**config.mk**
```make
export PLATFORM = sky130hd
export DESIGN_NAME = uart_tx_fifo_sched
export DESIGN_NICKNAME = d
export VERILOG_FILES = /design/src/rtl/uart_tx_fifo_sched.sv
export SDC_FILE = /design/constraint.sdc
export NUM_CORES = 1
export LEC_CHECK = 0
export ABC_AREA = 1
export BUFFER_PORTS_ARGS = -buffer_cell sky130_fd_sc_hd__buf_2
export CORE_ASPECT_RATIO = 0.7
export CORE_UTILIZATION = 30
export CTS_CLUSTER_DIAMETER = 30
export DETAILED_ROUTE_END_ITERATION = 7
export PLACE_DENSITY_LB_ADDON = 0.15
export REMOVE_ABC_BUFFERS = 1
export SETUP_SLACK_MARGIN = 0.05
export SKIP_LAST_GASP = 1
export SYNTH_ARGS = -nofsm -noshare
export SYNTH_HDL_FRONTEND = slang
export SYNTH_SLANG_ARGS = --single-unit
```
**constraint.sdc**
```tcl
create_clock -name clk -period 3 [get_ports clk]
set_input_delay 0.6 -clock clk [delete_from_list [all_inputs] [get_ports clk]]
set_output_delay 0.6 -clock clk [all_outputs]
set_load 0.01 [all_outputs]
```
**src/rtl/uart_tx_fifo_sched.sv**
```systemverilog
// uart_tx_fifo_sched
//   Drains the UART TX byte FIFO into the UART transmitter over a valid/ready
//   handshake. Waits until the FIFO holds a threshold number of bytes, then
//   bursts until the FIFO is empty, with a programmable idle gap after each
//   accepted byte. Also owns the FIFO clear strobe, which is pulsed on abort.
//
//   The FIFO read port is active-low with registered read data: the byte
//   appears on fifo_data_i one cycle after fifo_n_re_o was low.
//
//   Optional feature: define UART_TX_SCHED_TIMEOUT_EN to force a drain when
//   bytes sit below the threshold for TIMEOUT_CYCLES idle cycles. Without it,
//   bytes below the threshold wait indefinitely.
//
//   state   | meaning
//   --------+-----------------------------------------------------------
//   IDLE    | waiting for enable and enough bytes (or forced drain)
//   READ    | fifo_n_re_o low for this one cycle
//   LATCH   | FIFO read data valid; capture into tx_data_o, raise valid
//   SEND    | hold byte until the transmitter accepts it
//   GAP     | inter-byte idle countdown after an accepted byte

module uart_tx_fifo_sched #(
  parameter int CNT_W = 16
`ifdef UART_TX_SCHED_TIMEOUT_EN
  , parameter int TIMEOUT_CYCLES = 1000
`endif
) (
  input  logic        clk,
  input  logic        rst,
  input  logic        en_i,
  input  logic        abort_i,
  input  logic [15:0] thresh_i,
  input  logic [15:0] gap_i,
  input  logic [7:0]  fifo_data_i,
  input  logic [15:0] fifo_bytes_i,
  input  logic        fifo_empty_i,
  output logic        fifo_n_re_o,
  output logic        fifo_n_clr_o,
  output logic [7:0]  tx_data_o,
  output logic        tx_valid_o,
  input  logic        tx_ready_i,
  output logic        busy_o
);

  localparam logic [2:0] S_IDLE  = 3'd0;
  localparam logic [2:0] S_READ  = 3'd1;
  localparam logic [2:0] S_LATCH = 3'd2;
  localparam logic [2:0] S_SEND  = 3'd3;
  localparam logic [2:0] S_GAP   = 3'd4;

  logic [2:0]       state;
  logic [2:0]       state_nxt;
  logic [CNT_W-1:0] gap_cnt;
  logic [CNT_W-1:0] gap_cnt_nxt;
  logic [15:0]      thresh_eff;
  logic             can_continue;
  logic             start_ok;
  logic             accept;
  logic             tmo_fire;

  // A zero threshold would otherwise let an empty FIFO look "full enough".
  assign thresh_eff   = (thresh_i == 16'd0) ? 16'd1 : thresh_i;
  // Mid-burst the threshold no longer matters, only that a byte is present.
  assign can_continue = en_i & ~fifo_empty_i;
  assign start_ok     = can_continue & (fifo_bytes_i >= thresh_eff);
  // Ready outside SEND must not count as a handshake.
  assign accept       = (state == S_SEND) & tx_valid_o & tx_ready_i;

`ifdef UART_TX_SCHED_TIMEOUT_EN
  localparam logic [CNT_W-1:0] TMO_LAST = CNT_W'(TIMEOUT_CYCLES - 1);

  logic [CNT_W-1:0] tmo_cnt;
  logic             tmo_arm;

  // Counting only while enabled with some, but too few, bytes waiting.
  assign tmo_arm  = can_continue & (fifo_bytes_i < thresh_eff);
  assign tmo_fire = (state == S_IDLE) & tmo_arm & (tmo_cnt == TMO_LAST);

  // Idle timeout counter: saturating, cleared on abort, empty FIFO or leaving IDLE.
  always_ff @(posedge clk or negedge rst) begin
    if (!rst) begin
      tmo_cnt <= '0;
    end else if (abort_i || fifo_empty_i || state_nxt != S_IDLE) begin
      tmo_cnt <= '0;
    end else if (tmo_arm && tmo_cnt != TMO_LAST) begin
      tmo_cnt <= tmo_cnt + CNT_W'(1);
    end
  end
`else
  assign tmo_fire = 1'b0;
`endif

  // Next-state and gap counter logic; abort overrides every transition.
  always_comb begin
    state_nxt   = state;
    gap_cnt_nxt = gap_cnt;
    case (state)
      S_IDLE: begin
        if (start_ok || tmo_fire) begin
          state_nxt = S_READ;
        end
      end
      S_READ: begin
        state_nxt = S_LATCH;
      end
      S_LATCH: begin
        state_nxt = S_SEND;
      end
      S_SEND: begin
        if (accept) begin
          if (gap_i != 16'd0) begin
            // gap_i is sampled only here; later changes affect the next byte.
            state_nxt   = S_GAP;
            gap_cnt_nxt = CNT_W'(gap_i - 16'd1);
          end else begin
            state_nxt = can_continue ? S_READ : S_IDLE;
          end
        end
      end
      S_GAP: begin
        if (gap_cnt == '0) begin
          state_nxt = can_continue ? S_READ : S_IDLE;
        end else begin
          gap_cnt_nxt = gap_cnt - CNT_W'(1);
        end
      end
      default: begin
        state_nxt   = S_IDLE;
        gap_cnt_nxt = '0;
      end
    endcase
    if (abort_i) begin
      state_nxt   = S_IDLE;
      gap_cnt_nxt = '0;
    end
  end

  // State and gap counter registers.
  always_ff @(posedge clk or negedge rst) begin
    if (!rst) begin
      state   <= S_IDLE;
      gap_cnt <= '0;
    end else begin
      state   <= state_nxt;
      gap_cnt <= gap_cnt_nxt;
    end
  end

  // FIFO strobes and busy flag are decoded from the next state so they line
  // up with the state they describe while still coming straight from flops.
  always_ff @(posedge clk or negedge rst) begin
    if (!rst) begin
      fifo_n_re_o  <= 1'b1;
      fifo_n_clr_o <= 1'b1;
      busy_o       <= 1'b0;
    end else begin
      fifo_n_re_o  <= (state_nxt != S_READ);
      fifo_n_clr_o <= ~abort_i;
      busy_o       <= (state_nxt != S_IDLE);
    end
  end

  // Transmit byte register: load in LATCH, hold through SEND, drop on accept or abort.
  always_ff @(posedge clk or negedge rst) begin
    if (!rst) begin
      tx_data_o  <= 8'h00;
      tx_valid_o <= 1'b0;
    end else if (abort_i) begin
      tx_valid_o <= 1'b0;
    end else if (state == S_LATCH) begin
      tx_data_o  <= fifo_data_i;
      tx_valid_o <= 1'b1;
    end else if (accept) begin
      tx_valid_o <= 1'b0;
    end
  end

endmodule
```
==> results of run 1 <==
[layout make-up]
type | count | area [µm²]
clock buffer | 6 | 139
clock inverter | 2 | 35.0
fill | 927 | 5180
inverter | 64 | 240
multi-input combinational | 289 | 1530
sequential | 31 | 778
tap | 120 | 150
timing repair buffer | 77 | 395
[worst min-delay path by stage]
stage	start	endpoint	slack [ns]	depth (start not counted)
after floorplan	rst	busy_o$_DFF_PN0_	0.30	0
after global placement	gap_cnt[2]$_DFFE_PN0P_	gap_cnt[2]$_DFFE_PN0P_	0.46	2
after detailed placement	gap_cnt[2]$_DFFE_PN0P_	gap_cnt[2]$_DFFE_PN0P_	0.47	2
after CTS	rst	gap_cnt[5]$_DFFE_PN0P_	0.43	1
after global routing	rst	gap_cnt[12]$_DFFE_PN0P_	0.47	1
final	rst	gap_cnt[5]$_DFFE_PN0P_	0.40	1
[worst reg2reg max path: cells and delay by family (launching register included)]
family	cells	cell delay, ns
and+or+nand+nor	9	1.15
DFF	1	0.41
buffers and inverters	1	0.28
adders and majority gates	1	0.22
[registers in the layout, summed over array words and instances, names as in the netlist]
| register | count |
|---|---|
| gap_cnt | 16 |
| tx_data_o | 8 |
| state | 3 |
| busy_o | 1 |
| fifo_n_clr_o | 1 |
| fifo_n_re_o | 1 |
| tx_valid_o | 1 |
[cell usage after synthesis (2+ instances only)]
cell	count
a21oi_1	7
buf_2	6
buf_6	3
dfrtp_1	29
dfstp_2	2
ha_1	17
inv_1	61
inv_2	2
mux2_2	8
nand2_1	127
nand2_2	6
nand3_1	49
nand3_2	2
nand3b_1	2
nand4_1	7
nor2_1	35
nor2_2	2
nor2_4	4
nor4_1	4
o21ai_0	8
o21ai_1	2
xor2_1	3
[routing by layer]
metal | global-route usage | part of all wire
met3 | 0.0342 | 0.081
met5 | 0 | 0
met2 | 0.239 | 0.39
met4 | 0.0553 | 0.0058
met1 | 0.239 | 0.53
[power groups by stage]
stage	combinational (µW)	clock, µW	sequential, µW
6_report	332	598	502
4_1_cts	336	618	502
3_3_place_gp	332	0	507
3_5_place_dp	335	0	507
2_1_floorplan	159	0	536
5_1_grt	375	635	509
[logic make-up after synthesis]
family	Yosys count	synth area share
xor+xnor	4	0.0134
mux	8	0.0345
buf+inv	73	0.117
compound gates	20	0.0456
flops	31	0.298
fa+ha+maj	17	0.0815
simple gates	240	0.410
[metrics by stage]
stage          utilization  cells  worst slack, ns
5_1_grt              0.387    589            0.712
3_3_place_gp         0.366    581            0.823
6_report             0.387    589            0.875
4_1_cts              0.387    589            0.886
3_5_place_dp         0.366    581            0.793
2_1_floorplan            -    384            0.993
==> run metrics, run 1 <==
Tot Pwr=1430 µW; vias in the first global route=2393; cell area after layout=3260 µm²; Top FF cell, synth=dfrtp_1; CTS max path bufs=2; antenna violations before repair=0; reg2reg setup slack=0.87 ns; Critical Path End=gap_cnt[14]$_DFFE_PN0P_; Peak VDD IR=0.242 mV; Clk pin slew, worst setup/hold paths=0.06 ns; floorplan core area=8440 µm²; # DRC=0; yosys synthesis warning count=0; Least-Margin Pin Slew=0.765 ns; num ports=74; die width=113 µm; 1st-iter DRT viols=126; starting density of the core=0.309; unrepaired setup endpoints after global routing=false; TritonCTS Buffers=5; top cell type's share of synthesized area=0.278; Rows=28; CP Launch Point=state[1]$_DFF_PN0_; post-CTS sizing=0; Setup TNS=0 ns; critical path arrival=2.34 ns; CTS Root Cell=clkbuf_16; Final setup viols=0; Port-buffer cells=73; global-route wire length before repair=11500 µm; crit-path cells=nor2_4 -> buf_4 -> nand3b_1 -> nand2_1 -> ha_1 -> nand3_2 -> nor2_1 -> nand3_1 -> nand2_1 -> nand3_1 -> nand2_1; WL final=6900 µm; switching power=391 µW; ant diodes=0; Final Wtd Congestion=0.847; DR WL/cell=11.7 µm; max_cap viols=0; startpoint types=flop; Slowest Stage Delay on Critical Path=0.41 ns; post-DP HPWL=5370 µm; most area-consuming cells after synthesis=dfrtp_1, nand2_1, nand3_1, inv_1, ha_1; CTS tree=built; Hold Worst Slack=0.397 ns; clock power share=0.418; Slew Limit Fails=0; layout cell share with drive strength beyond 1=0.243; syn avg cell area=6.64 µm²; final global-route overflow total=0; vias per cell=4.44; later-pin clock latency in the skew report=0.28 ns; Sw Ratio=0.273; Bufs and invs on worst path=1; area delta synth->final=25.1%; overall die area=9080 µm²; EDFF count, synth=0; Syn Std Cell Area=2610 µm²; Reg2Reg Depth=11; Synth area leader=dfrtp_1; highest-count cells in the layout ignoring fill and taps=nand2_1, buf_2, inv_1; CTS Sinks=31; Final #Nets=547; Post-CTS Setup Repair Bufs=0; FF-to-FF Start=state[1]$_DFF_PN0_; Pint=1040 µW; Tmin final=2.13 ns; critical path class=reg -> reg; status=finished clean; FFs w/ async S/R, synth=1.00; Die H=80.0 µm; Post-DP Area=3090 µm²; CP required=3.21 ns; slew margin rel.=0.490; Routed Antenna Nets=0; Hold WC Path Type=in -> async; Critical Path Most Common Cell=nand2_1; Fmax=0.470 GHz; Comb power frac=0.232; Post-Syn Instances=393; slowest stage cell, crit path=dfrtp_1; endpoints failing hold=0; htree depth=2; Seq cells post-synth=31; commonest non-fill, non-tap cell in the layout=nand2_1; via count=2614; R2R Path End=gap_cnt[14]$_DFFE_PN0P_; Crit. path cell count=11; Max FO, Critical Path=21; final worst path period share=0.708; Worst setup EP type=flop; Worst Skew=0.00596 ns; Reg power frac=0.351; Overall Global Routing Usage=0.164; register area share after synthesis=0.298; post-synthesis cell type count=29; Post-CTS Hold Buffers=0; drt first pass iters=5; CP delay by family, top=simple AND/OR/NAND/NOR gates; largest net degree at the start of global routing=32; power density over the cells=439 nW/µm²; P_leak=0.00189 µW
(Power assumes the default switching activity.)
==> run 2: changes to the inputs <==
Clock period 3 ns to 2 ns, I/O delays scaled along.
==> run metrics, run 2 (same netlist as run 1, synthesis figures left out) <==
status=finished clean; critical path class=reg -> reg; CP Launch Point=state[1]$_DFF_PN0_; Reg2Reg Depth=11; startpoint types=flop; htree depth=2; post-DP HPWL=5560 µm; vias in the first global route=2498; Max FO, Critical Path=21; critical path arrival=2.01 ns; reg2reg setup slack=0.15 ns; layout cell share with drive strength beyond 1=0.271; Reg power frac=0.368; ant diodes=0; largest registers=gap_cnt: 16 flops, tx_data_o: 8 flops, state: 3 flops; Final setup viols=0; CTS Root Cell=clkbuf_16; starting density of the core=0.309; DR WL/cell=12.1 µm; largest net degree at the start of global routing=32; Pint=1420 µW; FF-to-FF Start=state[1]$_DFF_PN0_; final core utilization=0.399; Routed Antenna Nets=0; Setup TNS=0 ns; unrepaired setup endpoints after global routing=true; endpoints failing hold=0; Peak VDD IR=0.351 mV; Comb power frac=0.259; WL final=7260 µm; power density over the cells=604 nW/µm²; CTS tree=built; num ports=74; Overall Global Routing Usage=0.170; TritonCTS Buffers=5; Worst Skew=0.00213 ns; CTS max path bufs=2; die width=113 µm; Slew Limit Fails=0; area of the multi-input gates=1560 µm²; highest-count cells in the layout ignoring fill and taps=nand2_1, buf_2, inv_1; Worst setup EP type=flop; CTS Sinks=31; Final #Nets=557; R2R Path End=gap_cnt[11]$_DFFE_PN0P_; Tmin final=1.85 ns; antenna violations before repair=0; Least-Margin Pin Slew=0.760 ns; Non-Filler Instances=599; vias per cell=4.51; number of fill cells=943; Fmax=0.542 GHz; Sw Ratio=0.303; floorplan core area=8440 µm²; max FFs per register=16; final global-route overflow total=0; 1st-iter DRT viols=129; drt first pass iters=4; global-route wire length before repair=11900 µm; Final Wtd Congestion=0.869; area delta synth->final=29.2%; later-pin clock latency in the skew report=0.28 ns; switching power=617 µW; final worst path period share=0.923; via count=2704; Clk pin slew, worst setup/hold paths=0.06 ns; register bank with the most flops=gap_cnt; clock power share=0.373; Post-DP Area=3170 µm²; Critical Path End=gap_cnt[11]$_DFFE_PN0P_; Cells after DPL=588; Rows=28; Sequential Area=778 µm²; overall die area=9080 µm²; Post-CTS Hold Buffers=0; commonest non-fill, non-tap cell in the layout=nand2_1; Port-buffer cells=73; P_leak=0.00193 µW; slew margin rel.=0.494; Hold WC Path Type=in -> async; # DRC=0; max_cap viols=0; CP required=2.17 ns; cell area after layout=3370 µm²; Die H=80.0 µm
==> run 2: cell types whose count changed in the layout (fill, tap and decap cells not counted), sizes merged <==
cell	before	now
clkinvlp	0	2
buf	77	87
clkbuf	6	5
bufinv	1	0
==> run 2: repair_timing <==
action | 4_1_cts | 5_1_grt
setup endpoints to repair | 0 | 10
resized for setup | 0 | 10
hold endpoints to repair | 0 | 0
setup buffers | 0 | 3
==> run 2: worst min path at each step <==
stage                           start                       to  slack (ns)  cells past startpoint
2_1_floorplan                     rst         busy_o$_DFF_PN0_        0.10                      0
3_3_place_gp   gap_cnt[2]$_DFFE_PN0P_   gap_cnt[2]$_DFFE_PN0P_        0.46                      2
3_5_place_dp   gap_cnt[2]$_DFFE_PN0P_   gap_cnt[2]$_DFFE_PN0P_        0.47                      2
4_1_cts                           rst  gap_cnt[12]$_DFFE_PN0P_        0.23                      1
5_1_grt                           rst   gap_cnt[2]$_DFFE_PN0P_        0.27                      1
6_report                          rst   gap_cnt[6]$_DFFE_PN0P_        0.19                      1
==> run 2: cell type report <==
type,count,area share
Clock buffer,5,0.0371
Inverter,64,0.0713
Clock inverter,3,0.00594
Multi-Input combinational cell,289,0.462
Sequential cell,31,0.231
Timing Repair Buffer,87,0.148
Tap cell,120,0.0446
==> run 2: routing by layer <==
metal / vias to the layer above / part of all wire / global-route usage
met2: 89 / 0.40 / 0.250
li1: 1407 / - / -
met1: 1201 / 0.52 / 0.252
met5: - / 0 / 0
met3: 7 / 0.073 / 0.0296
met4: 0 / 0.010 / 0.0474
==> run 2: power by group through the flow <==
stage | registers (µW) | clock network (µW) | logic (µW)
after floorplan | 804 | 0 | 238
after global placement | 761 | 0 | 508
after detailed placement | 763 | 0 | 514
after CTS | 752 | 781 | 516
after global routing | 764 | 814 | 592
final | 750 | 759 | 527
==> run 2: worst max-delay path, stage by stage (launching register included) <==
cell and delay, ns:
dfrtp_1 0.43, nor2_4 0.15, nand2_4 0.10, buf_12 0.17, nand2_1 0.12, nand2_2 0.10
nor2_4 0.12, nand2_2 0.09, nor2_4 0.20, nand3b_1 0.10, nand3_1 0.09, nand2_1 0.06
==> run 2: through the flow <==
step	total power (µW)	worst slack, ns	hold WS (ns)
floorplan	1040	-0.00675	0.104
global placement	1270	-0.0371	0.458
detailed placement	1280	0.0166	0.466
CTS	2050	0.0934	0.231
global route	2170	0.0214	0.266
finish	2030	0.154	0.189
==> run 3: changes to the inputs <==
Settings changed: CORE_MARGIN set to 8, CTS_CLUSTER_SIZE set to 25, SKIP_CTS_REPAIR_TIMING set to 1.
==> run metrics, run 3 (same netlist as run 1, synthesis figures left out) <==
status=finished clean; crit-path cells=nor2_4 -> nand2_4 -> o21ai_1 -> ha_1 -> nand3_4 -> nor2_2 -> nand3_1 -> nand2_1 -> nand3_1 -> nand2_1; register bank with the most flops=gap_cnt; num ports=74; Worst Skew=0.00366 ns; later-pin clock latency in the skew report=0.28 ns; Hold WC Path Type=in -> async; Die H=94.0 µm; startpoint types=flop; floorplan core area=8440 µm²; post-DP HPWL=6090 µm; Port-buffer cells=73; CTS tree=built; endpoints failing hold=0; slew margin rel.=0.506; Overall Global Routing Usage=0.130; CP required=2.21 ns; unrepaired setup endpoints after global routing=false; Final setup viols=0; starting density of the core=0.309; TritonCTS Buffers=5; DR WL/cell=12.7 µm; global-route wire length before repair=12600 µm; drt first pass iters=4; # DRC=0; via count=2692; area delta synth->final=30.1%; vias in the first global route=2686; antenna violations before repair=0; Setup TNS=0 ns; htree depth=2; Final Wtd Congestion=0.873; critical path class=reg -> reg; Peak VDD IR=0.405 mV; highest-count cells in the layout ignoring fill and taps=nand2_1, buf_2, inv_1; Tmin final=1.84 ns; die width=127 µm; final global-route overflow total=0; max_cap viols=0; layout cell share with drive strength beyond 1=0.274; Routed Antenna Nets=0; Max FO, Critical Path=6; Worst setup EP type=flop; ant diodes=0; overall die area=12000 µm²; CTS Root Cell=clkbuf_16; Post-DP Area=3170 µm²; 1st-iter DRT viols=95; Clk pin slew, worst setup/hold paths=0.05 ns; Least-Margin Pin Slew=0.740 ns; WL final=7670 µm; vias per cell=4.47; Rows=28; Slowest Stage Delay on Critical Path=0.40 ns; cell area after layout=3390 µm²; power density over the cells=613 nW/µm²; critical path arrival=2.05 ns; commonest non-fill, non-tap cell in the layout=nand2_1; slowest stage cell, crit path=dfrtp_1; Fmax=0.543 GHz; max FFs per register=16; CTS max path bufs=2; largest registers=gap_cnt: 16 flops, tx_data_o: 8 flops, state: 3 flops; P_leak=0.00195 µW; largest net degree at the start of global routing=32; Final #Nets=560; final worst path period share=0.921; CTS Sinks=31; Slew Limit Fails=0
==> run 3: cell types whose count changed in the layout (fill, tap and decap cells not counted), sizes merged <==
cell / delta
clkinvlp: -2
clkbuf: +3
buf: +3
clkinv: -1
==> run 3: per-layer routing <==
metal | routed length (µm) | vias up | track usage
met5 | 0 | - | 0
met4 | 36 | 0 | 0.0355
met3 | 631 | 5 | 0.0368
met2 | 3130 | 74 | 0.190
met1 | 3870 | 1201 | 0.181
li1 | - | 1412 | -
==> run 3: worst max-delay path, delay by kind of cell, from the launching register on <==
kind | cells | cell delay, ns
simple gates | 8 | 0.92
flops | 1 | 0.40
fa+ha+maj | 1 | 0.27
compound gates | 1 | 0.20
==> run 3: report_power, final <==
part / switching, µW / leakage, µW / internal, µW / total, µW
registers: 37.4 / 0.000410 / 714 / 751
clock network: 273 / 0.0000772 / 530 / 803
logic: 280 / 0.00147 / 245 / 526
total: 591 / 0.00195 / 1490 / 2080
==> run 3: per-stage QoR <==
step	power, µW	setup slack, ns	hold WS, ns	cells	utilization
floorplan	1040	-0.00675	0.104	384	-
finish	2080	0.158	0.189	602	0.402
detailed placement	1280	-0.0753	0.484	588	0.375
CTS	2100	0.102	0.218	596	0.394
global route	2190	0.0242	0.258	602	0.402
global placement	1280	-0.0500	0.479	588	0.375
==> run 3: area by class of cell <==
cell class	count	area, µm²
fill	944	5050
tap	120	150
multi-input combinational	289	1550
inverter	64	240
timing repair buffer	90	518
clock buffer	8	156
sequential	31	778
==> run 3: worst paths after layout <==
check	endpoint	slack, ns	from	cells after the start
min in group clk	tx_data_o[5]$_DFFE_PN0P_	0.35	fifo_data_i[5]	2
max in group asynchronous	tx_valid_o$_DFFE_PN0P_	1.34	rst	1
max	gap_cnt[14]$_DFFE_PN0P_	0.16	state[0]$_DFF_PN0_	10
min	gap_cnt[5]$_DFFE_PN0P_	0.19	rst	1
min reg2reg	gap_cnt[2]$_DFFE_PN0P_	0.49	gap_cnt[2]$_DFFE_PN0P_	2
max reg2reg	gap_cnt[14]$_DFFE_PN0P_	0.16	state[0]$_DFF_PN0_	10
